<file path="config.mk">
export PLATFORM = sky130hd
export DESIGN_NAME = branch_recovery
export DESIGN_NICKNAME = d
export VERILOG_FILES = /design/src/rtl/types_pkg.sv /design/src/rtl/pr_prio_enc.sv /design/src/rtl/branch_recovery.sv
export SDC_FILE = /design/constraint.sdc
export NUM_CORES = 1
export LEC_CHECK = 0
export BUFFER_PORTS_ARGS = -buffer_cell sky130_fd_sc_hd__buf_2
export CAP_MARGIN = 20
export CORE_UTILIZATION = 49
export CTS_CLUSTER_SIZE = 30
export DETAILED_ROUTE_END_ITERATION = 7
export PLACE_DENSITY = 0.8
export SYNTH_ARGS = -nofsm -noshare
export SYNTH_HDL_FRONTEND = slang
export SYNTH_HIERARCHICAL = 1
export SYNTH_SLANG_ARGS = --single-unit
export TNS_END_PERCENT = 30
</file>
<file path="constraint.sdc">
create_clock -name clk -period 3.65 [get_ports clk]
set_input_delay 0.365 -clock clk [delete_from_list [all_inputs] [get_ports clk]]
set_output_delay 0.365 -clock clk [all_outputs]
set_load 0.03 [all_outputs]
</file>
<file path="src/rtl/types_pkg.sv">
// Shared types for the mispredict recovery path: register-file sizing,
// the checkpoint snapshot layout and the recovery sequencer states.
package types_pkg;

    localparam int unsigned NUM_PR = 128;
    localparam int unsigned PR_W   = $clog2(NUM_PR);

    typedef struct packed {
        logic              valid;
        logic [31:0]       pc;
        logic [4:0]        rob_tag;
        logic [NUM_PR-1:0] reset_reg_rdy_table;
    } checkpoint;

    typedef enum logic [1:0] {
        IDLE,
        FLUSH,
        WALK,
        DONE
    } recovery_state_t;

endpackage

</file>
<file path="src/rtl/pr_prio_enc.sv">
// Lowest-set-bit encoder over the physical-register bitmap.
module pr_prio_enc #(
    parameter int unsigned NUM_PR = 128,
    parameter int unsigned PR_W   = $clog2(NUM_PR)
) (
    input  logic [NUM_PR-1:0] vec,
    output logic [PR_W-1:0]   idx,
    output logic              any
);

    // Scan upward; the first set bit found wins, giving the lowest index.
    always_comb begin
        idx = '0;
        any = 1'b0;
        for (int unsigned i = 0; i < NUM_PR; i++) begin
            if (vec[i] && !any) begin
                idx = PR_W'(i);
                any = 1'b1;
            end
        end
    end

endmodule

</file>
<file path="src/rtl/branch_recovery.sv">
// Mispredict recovery sequencer: latches a checkpoint, pulses flush/redirect,
// then returns each marked physical register to the free list in index order.
module branch_recovery
    import types_pkg::*;
#(
    parameter int unsigned NUM_PR = types_pkg::NUM_PR,
    parameter int unsigned PR_W   = types_pkg::PR_W
) (
    input  logic            clk,
    input  logic            reset,
    input  logic            checkpoint_valid,
    input  checkpoint       snapshot,
    input  logic [31:0]     mispredict_target,
    output logic            flush,
    output logic [4:0]      flush_rob_tag,
    output logic            redirect_valid,
    output logic [31:0]     redirect_pc,
    output logic [PR_W-1:0] free_pr,
    output logic            free_pr_valid,
    input  logic            free_pr_ready,
    output logic            stall,
    output logic            busy,
    output logic            recovery_done
);

    recovery_state_t   state_q, state_d;
    logic [NUM_PR-1:0] bitmap_q, bitmap_d;
    logic [31:0]       target_q, target_d;
    logic [4:0]        tag_q, tag_d;

    logic [PR_W-1:0]   enc_idx;
    logic              enc_any;

    pr_prio_enc #(
        .NUM_PR (NUM_PR),
        .PR_W   (PR_W)
    ) u_enc (
        .vec (bitmap_q),
        .idx (enc_idx),
        .any (enc_any)
    );

    // State and latched-snapshot registers.
    always_ff @(posedge clk) begin
        if (reset) begin
            state_q  <= IDLE;
            bitmap_q <= '0;
            target_q <= '0;
            tag_q    <= '0;
        end else begin
            state_q  <= state_d;
            bitmap_q <= bitmap_d;
            target_q <= target_d;
            tag_q    <= tag_d;
        end
    end

    // Next-state logic: latch in IDLE, clear one bit per accepted free in WALK.
    always_comb begin
        state_d  = state_q;
        bitmap_d = bitmap_q;
        target_d = target_q;
        tag_d    = tag_q;
        unique case (state_q)
            IDLE: begin
                if (checkpoint_valid && snapshot.valid) begin
                    target_d = mispredict_target;
                    tag_d    = snapshot.rob_tag;
                    bitmap_d = snapshot.reset_reg_rdy_table;
                    state_d  = FLUSH;
                end
            end
            FLUSH: state_d = WALK;
            WALK: begin
                if (!enc_any) begin
                    state_d = DONE;
                end else if (free_pr_ready) begin
                    bitmap_d[enc_idx] = 1'b0;
                    if (bitmap_d == '0) begin
                        state_d = DONE;
                    end
                end
            end
            DONE:    state_d = IDLE;
            default: state_d = IDLE;
        endcase
    end

    // Outputs decode from registered state; only stall sees the live request.
    always_comb begin
        flush          = (state_q == FLUSH);
        redirect_valid = (state_q == FLUSH);
        flush_rob_tag  = tag_q;
        redirect_pc    = target_q;
        free_pr_valid  = (state_q == WALK) && enc_any;
        free_pr        = free_pr_valid ? enc_idx : '0;
        busy           = (state_q != IDLE);
        recovery_done  = (state_q == DONE);
        stall          = (state_q != IDLE) || (checkpoint_valid && snapshot.valid);
    end

endmodule

</file>
==> results_dict.tcl, run 1 <==
set metrics [dict create \
    syn_to_final_growth_pct 67.6 \
    antenna_cells 0 \
    die_w_um 147 \
    synthFlopType "dfxtp_1" \
    dp.cells 2279 \
    rows 52 \
    wl_mm 61.6 \
    vias 16200 \
    grt_remaining_overflow 0 \
    grt_antenna_before_repair 0 \
    path_max_fanout 6 \
    synth_seq_cells 167 \
    wl_per_cell_um 25.9 \
    cp.arrival_ns 4.82 \
    power_frac_seq_pct 13.2 \
    setup_ws_ns -0.813 \
    grt_pass1_vias 14300 \
    peakVddDrop_uv 525 \
    p_int_w 0.00870 \
    clock-sinks 167 \
    setup_viol 137 \
    path_clk_slew_ns 0.08 \
    pwr-share-clk_pct 10.9 \
    drive_gt1_share_pct 47.9 \
    synth-edff-count 0 \
    grt_pass1_wl_mm 82.6 \
    worstMarginPinSlew_ns 0.983 \
    max_freq_ghz 0.224 \
    cts_root_buf "clkbuf_16" \
    cts_tree "built" \
    ctsHoldBuffers 0 \
    p_leak_nw 7.29 \
    gp_congestion 1.06 \
    hold_ws_ns 0.155 \
    fin_cells 2373 \
    postSynthCellCount 1496 \
    grt_usage_pct 50.0 \
    final_cell_mix "387 x buf_4, 224 x nand2_1, 211 x buf_2, 204 x nor2_1, 138 x dfxtp_1" \
    die_h_um 147 \
    core-area_um2 20500 \
    start_util_pct 50.5 \
    dr.pass1.iters 8 \
    yosysWarnings 6 \
    fin_skew_ns 0.0150 \
    outcome "finished, violations left" \
    clock_path_buffers 2 \
    finalCriticalPeriod_ns 4.46 \
    combPwrFrac_pct 75.9 \
    drtAntennaViolNets 0 \
    grt_start_max_net_pins 86 \
    setup_tns_ns -32.05 \
    finalHoldViolCount 0 \
    grt_setup_unrepaired "true" \
    portBuffers 219 \
    switchingPower_w 0.00872 \
    drcViolationCount 46 \
    p_total_w 0.0174 \
    htreeDepth 4 \
    syn_avg_cell_area_um2 6.92 \
    hpwl_mm 39.9 \
    setup.worst_path.end_class "flop" \
    violations "design-rule violations, negative setup slack" \
    die_area_um2 21700 \
    mappedNetlistNets 1702 \
    worstSkewPairLatency_ns 0.45 \
    p_sw_share_pct 50.1 \
    relSlewSlack_pct 34.5 \
    drv_slew 0 \
    vias_per_cell 6.83 \
    cts_inserted_buffers 17 \
    final_common_cell "buf_4" \
    ys_seq_area_share_pct 32.3 \
    hp-class "in -> reg" \
    drv_cap 0 \
    synth.distinct_cells 73 \
    drt_iter0_drc 2713 \
    crit_type "reg -> reg" \
    cp-start-kind "flop" \
    fin_nets 2296 \
    finalCritPeriodShare_pct 122 \
    power_density_nw_per_um2 1000 \
    async_flop_share_pct 0 \
    synth_area_um2 10400 \
    cp.required_ns 4.01 \
    ios 252 \
]
critical path, stage by stage (launching register included):
cell,delay (ns)
dfxtp_2,0.33
nor2_1,0.07
nand4_1,0.15
buf_6,0.16
nor4_1,0.06
buf_4,0.16
nand3_1,0.16
nand4_1,0.27
nor4_4,0.37
buf_4,0.18
nand4_1,0.16
buf_6,0.18
buf_4,0.13
or3_4,0.41
buf_12,0.16
buf_4,0.16
o21ai_2,0.17
nand4_1,0.20
nor4_4,0.35
and3_4,0.24
nand3_2,0.07
a211oi_2,0.21
cells in the mapped netlist (6+ instances only):
cell	number	share of area [%]
nor2b_1	8	0.48
clkbuf_1	96	3.5
and3_1	13	0.79
o21ai_0	240	12
o211ai_1	9	0.65
nor4_1	29	1.8
buf_6	6	0.65
nand2b_1	6	0.36
nor3_1	27	1.3
o21ai_1	29	1.4
nand4_1	53	3.2
nand4b_1	7	0.59
inv_1	27	0.98
a21oi_1	60	2.9
a22oi_1	125	9.1
nor2_1	210	7.6
dfxtp_1	167	32
nand3b_1	6	0.43
o32ai_1	7	0.59
nand2_1	227	8.2
nand3_1	27	1.3
path summary, 6_finish.rpt:
check	startpoint	endpoint	slack, ns	cells past startpoint
min	mispredict_target[7]	redirect_pc[7]$_SDFFE_PP0P_	0.15	3
max	bitmap_q[18]$_SDFFE_PP0P_	state_q[0]$_SDFFE_PP0P_	-0.81	21
min reg2reg	redirect_pc[26]$_SDFFE_PP0P_	redirect_pc[26]$_SDFFE_PP0P_	0.46	2
max reg2reg	bitmap_q[18]$_SDFFE_PP0P_	state_q[0]$_SDFFE_PP0P_	-0.81	21
routing by layer:
layer	vias to the layer above	part of all wire (%)	GRT usage [%]
li1	6677	-	-
met1	7326	34	60.3
met2	1621	42	78.5
met3	585	14	13.6
met4	0	10	31.8
met5	-	0	0
flip-flops by register name (all words and copies together) (netlist names):
| name | flops |
|---|---|
| state_q | 2 |
| bitmap_q | 128 |
| flush_rob_tag | 5 |
| redirect_pc | 32 |
power groups by stage:
stage | Combinational, W | Sequential [W] | Clock (W)
2_1_floorplan | 0.00402 | 0.00244 | 0
3_3_place_gp | 0.00878 | 0.00227 | 0
3_5_place_dp | 0.00882 | 0.00229 | 0
4_1_cts | 0.0104 | 0.00226 | 0.00187
5_1_grt | 0.0134 | 0.00233 | 0.00194
6_report | 0.0132 | 0.00231 | 0.00189
area by class of cell:
type                    count  area, µm²
clock buffers              17        425
flip-flops and latches    167       3380
repair buffers            690       5130
clock inverters            15        171
inverters                  27        101
multi-input cells        1187       7810
fillers                  1127       3140
well taps                 270        338
through the flow:
step	instance area, µm²	worst slack (ns)	utilization, %
after floorplan	10400	-0.335	-
final	17400	-0.813	84.7
after detailed placement	14500	-1.04	70.6
after global routing	17400	-0.893	84.7
after CTS	16100	-0.653	78.3
after global placement	14500	-0.984	70.6
what timing repair did:
item / CTS / global route
resized for setup: 227 / 347
buffers inserted: 30 / 36
cloned: 4 / 2
pin swaps: 44 / 102
setup endpoints to repair: 137 / 138
logic make-up (layout without fill, tap and decap cells):
family	count (synthesis)	in the layout	synth area share, %
and+or+nand+nor	656	658	30.6
AOI/OAI and AO/OA	525	525	30.7
DFF	167	167	32.3
buffers and inverters	144	749	5.90
adders and majority gates	4	4	0.483
Power figures use the tool's default switching activity.
==> run 2, diff against run 1 <==
BUFFER_PORTS_ARGS = -buffer_cell sky130_fd_sc_hd__buf_4   (was -buffer_cell sky130_fd_sc_hd__buf_2)
GPL_TIMING_DRIVEN = 0   (was not set)
==> run 2 against run 1 <==
  * The run still ends with design-rule violations, negative setup slack left
  * Combinational power fell by 18%
  * Wire length fell by 7.7%
  * Maximum frequency fell by 7.4%
  * Largest power group unchanged
  * Clock skew rose by 0.0023 ns
  * Non-clock buffer count fell by 258
  * First-iteration DRC count fell by 26%
  * Sequential cell count did not move
  * Count of clock-buffer cells in the layout did not move
  * Power fell by 12%
  * Die area did not move
  * Critical path depth fell by 4
==> results_dict.tcl, run 2 (synthesized netlist as in run 1, its figures left out) <==
set metrics [dict create \
    start_util_pct 50.5 \
    power_density_nw_per_um2 979 \
    fillers 1442 \
    drive_gt1_share_pct 35.8 \
    die_w_um 147 \
    cts_root_buf "clkbuf_16" \
    largest_reg_flops 128 \
    cp.required_ns 3.98 \
    path_clk_slew_ns 0.08 \
    met2_usage_pct 76.9 \
    violations "design-rule violations, negative setup slack" \
    syn_to_final_growth_pct 51.0 \
    rows 52 \
    grt_remaining_overflow 0 \
    grt_busiest_layer "met2" \
    pwr-share-clk_pct 12.4 \
    combPwrFrac_pct 70.6 \
    crit_chain "nor4_4 > nand4_1 > buf_6 > buf_12 > nor4_4 > nand4_1 > o221ai_1 > a2111oi_4 > nand3_4 > or3b_4 > buf_6 > o21ai_2 > nand4_1 > nor4_2 > and4_4 > a2bb2oi_2 > nand3b_1" \
    outcome "finished, violations left" \
    drv_cap 0 \
    relSlewSlack_pct 23.3 \
    die_area_um2 21700 \
    max_freq_ghz 0.208 \
    grtUsageMet1_pct 58.7 \
    path_buf_inv 3 \
    peakVddDrop_uv 659 \
    hpwl_mm 39.7 \
    fin_nets 2036 \
    power_frac_seq_pct 17.0 \
    cp-start-kind "flop" \
    vias 14600 \
    switchingPower_w 0.00812 \
    drcViolationCount 2 \
    wl_per_cell_um 26.9 \
    dr.pass1.iters 8 \
    clock_path_buffers 2 \
    max_stage_delay_ns 0.50 \
    setup_viol 137 \
    crit_slowest_cell "o221ai_1" \
    vias_per_cell 6.92 \
    grt_antenna_before_repair 2 \
    p_int_w 0.00719 \
    htreeDepth 4 \
    grt_pass1_wl_mm 80.5 \
    fin_skew_ns 0.0172 \
    regMostFlops "bitmap_q" \
    grtUsageMet3_pct 14.0 \
    gp_congestion 1.12 \
    crit_path_frequent_cell "nand4_1" \
    portBuffers 218 \
    drt_iter0_drc 2021 \
    final_common_cell "buf_4" \
    final_cell_mix "283 x buf_4, 225 x nand2_1, 202 x nor2_1, 124 x o21ai_0, 112 x dfxtp_1" \
    grt_usage_pct 49.5 \
    finalCriticalPeriod_ns 4.82 \
    worstMarginPinSlew_ns 1.15 \
    drv_slew 0 \
    grt_start_max_net_pins 20 \
    finalCritPeriodShare_pct 132 \
    setup.worst_path.end_class "flop" \
    core-area_um2 20500 \
    die_h_um 147 \
    ctsHoldBuffers 0 \
    p_leak_nw 5.94 \
    ios 252 \
    cpLargestDelayFamily "simple AND/OR/NAND/NOR gates" \
    finalHoldViolCount 0 \
    drtAntennaViolNets 0 \
    wl_mm 56.8 \
    p_sw_share_pct 53.0 \
    finalInstanceArea_um2 15600 \
    setup_ws_ns -1.17 \
    crit_type "reg -> reg" \
    grt_setup_unrepaired "true" \
    cp.arrival_ns 5.14 \
    path_max_fanout 10 \
    grt_pass1_vias 13700 \
    worstSkewPairLatency_ns 0.45 \
    hold_ws_ns 0.156 \
    cts_inserted_buffers 17 \
    clock-sinks 167 \
    placed_cell_area_um2 12400 \
    hp-class "in -> reg" \
    cts_tree "built" \
]
run 2: cell count changes in the layout (fill, tap and decap cells not counted), moves of 26 or more:
cell / previous run / this run
buf_2: 211 / 10
buf_4: 387 / 283
clkbuf_1: 0 / 61
o21ai_0: 69 / 124
buf_6: 73 / 40
dfxtp_1: 138 / 112
o21ai_2: 72 / 46
run 2: worst register-to-register path, stage by stage, from the launching register on:
cell	delay (ns)
dfxtp_4	0.36
nor4_4	0.38
nand4_1	0.21
buf_6	0.18
buf_12	0.12
nor4_4	0.29
nand4_1	0.34
o221ai_1	0.50
a2111oi_4	0.11
nand3_4	0.18
or3b_4	0.48
buf_6	0.20
o21ai_2	0.19
nand4_1	0.23
nor4_2	0.36
and4_4	0.33
a2bb2oi_2	0.15
nand3b_1	0.09
run 2: power groups by stage:
stage,Sequential [W],Combinational (W),Clock [W]
global placement,0.00252,0.00664,0
floorplan,0.00244,0.00402,0
finish,0.00261,0.0108,0.00190
detailed placement,0.00253,0.00667,0
global route,0.00262,0.0109,0.00194
CTS,0.00254,0.00896,0.00187
run 2: repair_timing:
action / CTS / global route
setup endpoints to repair: 138 / 138
gates resized for setup: 329 / 268
buffers inserted: 78 / 21
pin swaps: 45 / 52
gates cloned: 1 / 1
run 2: path summary, 6_finish.rpt:
check	startpoint	endpoint	slack, ns	cells after the start
setup reg to reg	bitmap_q[28]$_SDFFE_PP0P_	state_q[1]$_SDFFE_PP0P_	-1.17	17
hold / removal	snapshot[118]	bitmap_q[118]$_SDFFE_PP0P_	0.16	3
hold reg to reg	redirect_pc[23]$_SDFFE_PP0P_	redirect_pc[23]$_SDFFE_PP0P_	0.46	2
setup / recovery	bitmap_q[28]$_SDFFE_PP0P_	state_q[1]$_SDFFE_PP0P_	-1.17	17
run 2: area by class of cell:
cell class	instances	area (µm²)	area share, %
Multi-Input combinational cell	1185	7680	49.1
Sequential cell	167	3470	22.2
Timing Repair Buffer	317	2590	16.6
Buffer	115	855	5.47
Clock buffer	17	425	2.72
Tap cell	270	338	2.16
Clock inverter	15	174	1.11
Inverter	27	101	0.648
Antenna cell	1	2.50	0.0160
run 2: metrics by stage:
stage	TNS [ns]	instances	util [%]	total power, W	setup slack [ns]
floorplan	-0.665	1496	-	0.00646	-0.335
global placement	-221.75	1984	60.2	0.00916	-2.93
detailed placement	-212.15	1985	60.3	0.00921	-2.81
CTS	-32.85	2094	72.1	0.0134	-0.915
global route	-60.28	2114	76.3	0.0155	-1.20
finish	-45.98	2114	76.3	0.0153	-1.17
run 2: per-layer routing:
metal | routed length [µm] | share of wire, % | up-vias
met4 | 5000 | 8.8 | 2
met2 | 24500 | 43 | 1348
met3 | 7740 | 14 | 398
li1 | - | - | 6167
met5 | 9 | 0.016 | -
met1 | 19600 | 35 | 6723
